===== src/rtl/conv_frame_sequencer.sv =====
// Sequencer for a 2x2-kernel convolution over an 8x8 signed frame.
// Buffers weights and pixels, then shares one MAC across all 49 output positions.
module conv_frame_sequencer (
   input  logic        clk,
   input  logic        reset,
   input  logic        in_st,
   input  logic        din_valid,
   input  logic [7:0]  din,
   output logic        busy,
   output logic [17:0] dout,
   output logic        dout_valid,
   input  logic        dout_ready,
   output logic [2:0]  dout_row,
   output logic [2:0]  dout_col,
   output logic        out_st
);

   localparam logic [2:0] S_IDLE     = 3'd0;
   localparam logic [2:0] S_LOAD_W   = 3'd1;
   localparam logic [2:0] S_LOAD_PIX = 3'd2;
   localparam logic [2:0] S_COMPUTE  = 3'd3;
   localparam logic [2:0] S_OUTPUT   = 3'd4;
   localparam logic [2:0] S_DONE     = 3'd5;

   logic [2:0]         state_q, state_d;
   logic [6:0]         cnt_q, cnt_d;
   logic [2:0]         row_q, row_d;
   logic [2:0]         col_q, col_d;
   logic [1:0]         tap_q, tap_d;
   logic signed [17:0] acc_q, acc_d;
   logic [17:0]        dout_q, dout_d;
   logic               dout_valid_q, dout_valid_d;
   logic signed [7:0]  w_q [4];
   logic signed [7:0]  w_d [4];
   logic signed [7:0]  pix_q [64];
   logic signed [7:0]  pix_d [64];

   logic [5:0]         base_idx, pix_idx;
   logic signed [7:0]  w_sel, p_sel;
   logic signed [15:0] prod;
   logic signed [17:0] prod_ext, sum;

   // {row, col} is row*8+col; the taps step right by 1 and down by 8.
   always_comb begin
      base_idx = {row_q, col_q};
      case (tap_q)
         2'd0:    pix_idx = base_idx;
         2'd1:    pix_idx = base_idx + 6'd1;
         2'd2:    pix_idx = base_idx + 6'd8;
         default: pix_idx = base_idx + 6'd9;
      endcase
      w_sel    = w_q[tap_q];
      p_sel    = pix_q[pix_idx];
      prod     = w_sel * p_sel;
      prod_ext = {{2{prod[15]}}, prod};
      sum      = ((tap_q == 2'd0) ? 18'sd0 : acc_q) + prod_ext;
   end

   always_comb begin
      state_d      = state_q;
      cnt_d        = cnt_q;
      row_d        = row_q;
      col_d        = col_q;
      tap_d        = tap_q;
      acc_d        = acc_q;
      dout_d       = dout_q;
      dout_valid_d = dout_valid_q;
      w_d          = w_q;
      pix_d        = pix_q;
      case (state_q)
         S_IDLE: begin
            if (in_st) begin
               state_d = S_LOAD_W;
               cnt_d   = 7'd0;
               row_d   = 3'd0;
               col_d   = 3'd0;
            end
         end
         S_LOAD_W: begin
            if (din_valid) begin
               w_d[cnt_q[1:0]] = din;
               if (cnt_q == 7'd3) begin
                  cnt_d   = 7'd0;
                  state_d = S_LOAD_PIX;
               end else begin
                  cnt_d = cnt_q + 7'd1;
               end
            end
         end
         S_LOAD_PIX: begin
            if (din_valid) begin
               pix_d[cnt_q[5:0]] = din;
               if (cnt_q == 7'd63) begin
                  cnt_d   = 7'd0;
                  row_d   = 3'd0;
                  col_d   = 3'd0;
                  tap_d   = 2'd0;
                  state_d = S_COMPUTE;
               end else begin
                  cnt_d = cnt_q + 7'd1;
               end
            end
         end
         S_COMPUTE: begin
            acc_d = sum;
            tap_d = tap_q + 2'd1;
            if (tap_q == 2'd3) begin
               dout_d       = sum;
               dout_valid_d = 1'b1;
               state_d      = S_OUTPUT;
            end
         end
         S_OUTPUT: begin
            if (dout_ready) begin
               dout_valid_d = 1'b0;
               tap_d        = 2'd0;
               if (col_q != 3'd6) begin
                  col_d   = col_q + 3'd1;
                  state_d = S_COMPUTE;
               end else if (row_q != 3'd6) begin
                  row_d   = row_q + 3'd1;
                  col_d   = 3'd0;
                  state_d = S_COMPUTE;
               end else begin
                  state_d = S_DONE;
               end
            end
         end
         S_DONE:  state_d = S_IDLE;
         default: state_d = S_IDLE;
      endcase
   end

   always_ff @(posedge clk) begin
      if (reset) begin
         state_q      <= S_IDLE;
         cnt_q        <= 7'd0;
         row_q        <= 3'd0;
         col_q        <= 3'd0;
         tap_q        <= 2'd0;
         acc_q        <= 18'sd0;
         dout_q       <= 18'd0;
         dout_valid_q <= 1'b0;
      end else begin
         state_q      <= state_d;
         cnt_q        <= cnt_d;
         row_q        <= row_d;
         col_q        <= col_d;
         tap_q        <= tap_d;
         acc_q        <= acc_d;
         dout_q       <= dout_d;
         dout_valid_q <= dout_valid_d;
      end
   end

   // Frame storage survives reset; every new frame overwrites it completely.
   always_ff @(posedge clk) begin
      w_q   <= w_d;
      pix_q <= pix_d;
   end

   assign busy       = (state_q != S_IDLE);
   assign out_st     = (state_q == S_DONE);
   assign dout       = dout_q;
   assign dout_valid = dout_valid_q;
   assign dout_row   = row_q;
   assign dout_col   = col_q;

endmodule

===== config.mk =====
export PLATFORM = sky130hd
export DESIGN_NAME = conv_frame_sequencer
export DESIGN_NICKNAME = d
export VERILOG_FILES = /design/src/rtl/conv_frame_sequencer.sv
export SDC_FILE = /design/constraint.sdc
export NUM_CORES = 1
export LEC_CHECK = 0
export CAP_MARGIN = 25
export CORE_MARGIN = 5
export CORE_UTILIZATION = 30
export CTS_BUF_LIST = sky130_fd_sc_hd__clkbuf_2 sky130_fd_sc_hd__clkbuf_4 sky130_fd_sc_hd__clkbuf_8
export DETAILED_ROUTE_END_ITERATION = 10
export PLACE_DENSITY = 0.47
export SLEW_MARGIN = 0
export SYNTH_ARGS = -nofsm -noshare
export SYNTH_HDL_FRONTEND = slang
export SYNTH_SLANG_ARGS = --single-unit

===== constraint.sdc =====
create_clock -name clk -period 12.2 [get_ports clk]
set_input_delay 3.05 -clock clk [delete_from_list [all_inputs] [get_ports clk]]
set_output_delay 3.05 -clock clk [all_outputs]
set_load 0.005 [all_outputs]

==> flow_summary.yaml <==
floorplan:
  die_w_um: 320
  die_h_um: 320
  die_area_um2: 102000
  pin_count: 40
  start_util_pct: 30.2
  core_area_um2: 95200
  row_count: 113
pwr:
  power.share.switching_pct: 41.5
  finalPower_mw: 8.89
  clkPwrFrac_pct: 20.2
  peakVddDrop_uv: 412
  switchingPower_mw: 3.69
  p_per_area_nw_per_um2: 273
  comb_power_share_pct: 54.0
  p_int_mw: 5.20
  seqPwrFrac_pct: 25.9
  p_leak_nw: 11.1
min_path:
  whs_path_depth: 2
  hold_class: "reg2reg"
clocking:
  numCtsBuffers: 100
  post_cts_buffers: 0
  ctsResizeCount: 0
  clk_pin_slew_ps: 60
  cts_hold_buf: 0
  insertion_delay_ps: 730
  tritoncts: "built"
  ctsHtreeMaxLevel: 3
  clock-root-buffer: "clkbuf_8"
  cts_sinks: 599
  cts_buffer_depth: 3
sta:
  fin_setup_tns_ps: 0
  skew_ps: 46.4
  drv_slew: 0
  rsz0062_at_grt: "no"
  clock.fmax_mhz: 101
  setup_viol: 0
  hold_viol_final: 0
  worstMarginPinSlew_ps: 1010
  final.min_clock_period_ps: 9930
  relSlewSlack_pct: 32.2
  fin_crit_sh_pct: 81.4
global_routing:
  grt_max_degree: 69
  antenna_found_initial: 2
  grt_pass1_wl_um: 118000
  grt_pass1_vias: 18071
  overflow: 0
  grt_use_total_pct: 15.2
synthesis:
  ys_seq_elements: 599
  async_flop_share_pct: 0
  syn_nets: 2248
  syn_area_um2: 28800
  yosys_warnings: 0
  synth_edf_count: 544
  ys.flop_type: "edfxtp_1"
  synth_cell_types: 69
  synth.avg_cell_area_um2: 13.7
  ys_seq_area_share_pct: 60.6
  syn-instance-count: 2100
layout:
  layout.cells.non_filler: 3525
  final_common_cell: "edfxtp_1"
  syn2layout_area_growth_pct: 13.2
  area.sequential_um2: 17400
  final_nets: 2325
  final_cell_mix: "edfxtp_1, nand2_1, mux2i_1"
  num-fill-cells: 9291
  drive_above_1_share_pct: 13.1
  multiInputGateArea_um2: 10500
  final_util_pct: 34.2
route:
  totalWireLength_um: 79400
  vias: 17684
  drt-initial-drc-count: 1310
  drc: 0
  first_pass_iters: 6
  routedWlPerCell_um: 22.5
  vias_per_cell: 5.02
  ant_nets: 0
placed_design:
  numPortBuffers: 39
  place_hpwl_um: 51400
  gp_congestion: 0.815
  placed_cells: 3338
run:
  max_cap_viol_count: 0
run_status:
  status: "finished clean"
setup_path:
  crit_arrival_ps: 10550
  startpoint_type: "flop"
  crit_required_ps: 12810
  critPathMaxFanout: 35
  worstSetupPathType: "reg2reg"
  r2r_cells: 24
  worstSetupEndpointType: "flop"
[state kept, by name, summed over array words and instances (netlist names)]
signal      flops
dout           18
pix_q         512
tap_q           2
dout_valid      1
w_q            32
dout_col        3
state_q         3
cnt_q           7
dout_row        3
acc_q          18
[path summary, 6_finish.rpt]
path                       endpoint  slack [ps]                      from
max reg2reg  acc_q[17]$_SDFFE_PP0P_        2270  dout_col[0]$_SDFFE_PP0P_
min            dout[0]$_SDFFE_PP0P_         450      dout[0]$_SDFFE_PP0P_
max          acc_q[17]$_SDFFE_PP0P_        2270  dout_col[0]$_SDFFE_PP0P_
min reg2reg    dout[0]$_SDFFE_PP0P_         450      dout[0]$_SDFFE_PP0P_
[per-stage QoR]
step / setup slack (ps) / hold slack [ps] / area (um^2)
6_report: 2270 / 454 / 32600
5_1_grt: 1830 / 477 / 32600
4_1_cts: 2110 / 457 / 32500
3_5_place_dp: 2150 / 443 / 30600
3_3_place_gp: 2200 / 445 / 30500
2_1_floorplan: 2940 / 432 / 28800
[synthesized netlist by cell type (21+ instances only)]
master,count,area share [%]
mux4_2,50,3.9
mux2i_1,217,7.5
dfxtp_1,55,3.8
nor2_1,109,1.4
nor3_1,58,1.0
o22ai_1,23,0.50
nand3_1,86,1.5
buf_2,33,0.57
nand2_1,255,3.3
and3_1,26,0.57
edfxtp_1,544,57
ha_1,54,2.3
a21oi_1,52,0.90
fa_1,81,5.6
a211oi_1,21,0.55
inv_1,93,1.2
clkbuf_1,50,0.65
[power groups by stage]
| stage | Combinational, mW | Clock, mW | Sequential (mW) |
|---|---|---|---|
| 5_1_grt | 5.36 | 1.94 | 2.30 |
| 2_1_floorplan | 3.51 | 0 | 2.32 |
| 3_5_place_dp | 4.75 | 0 | 2.34 |
| 3_3_place_gp | 4.79 | 0 | 2.34 |
| 6_report | 4.80 | 1.79 | 2.30 |
| 4_1_cts | 4.80 | 1.85 | 2.30 |
[critical path, stage by stage, from the launching register on]
cell and delay, ps:
dfxtp_1 720, inv_2 430, ha_2 570, or3b_1 690
nand2_2 710, nor2_2 60, buf_4 290, a221oi_1 540
o22ai_1 200, nor4_1 830, nand3_1 270, fa_1 560
fa_1 560, inv_1 60, fa_1 460, fa_1 520
fa_1 420, ha_1 380, o21ai_0 140, nor3_1 110
o221a_2 280, a41o_1 250, o41ai_1 350, xnor2_1 160
a211oi_1 230
[routing by layer]
layer / vias up / part of all wire, % / GRT usage [%]
met3: 103 / 5.6 / 2.74
li1: 8043 / - / -
met2: 520 / 46 / 24.1
met4: 0 / 2.0 / 4.02
met5: - / 0 / 0
met1: 9018 / 47 / 21.6
[layout make-up]
cell class	instances	share of cell area, %
timing repair buffer	89	2.26
clock buffer	132	4.98
sequential	599	53.5
multi-input combinational	1293	32.1
clock inverter	52	1.14
tap	1265	4.86
inverter	94	1.08
antenna	1	0.00768
[cell families after synthesis]
family	share of synthesized area, %
AO/OA/AOI/OAI	5.76
XOR/XNOR	0.883
adder cells (fa/ha/maj)	7.98
buffers and inverters	3.18
flip-flops	60.6
multiplexers	11.7
AND/OR/NAND/NOR	9.88
Power figures use the tool's default switching activity.
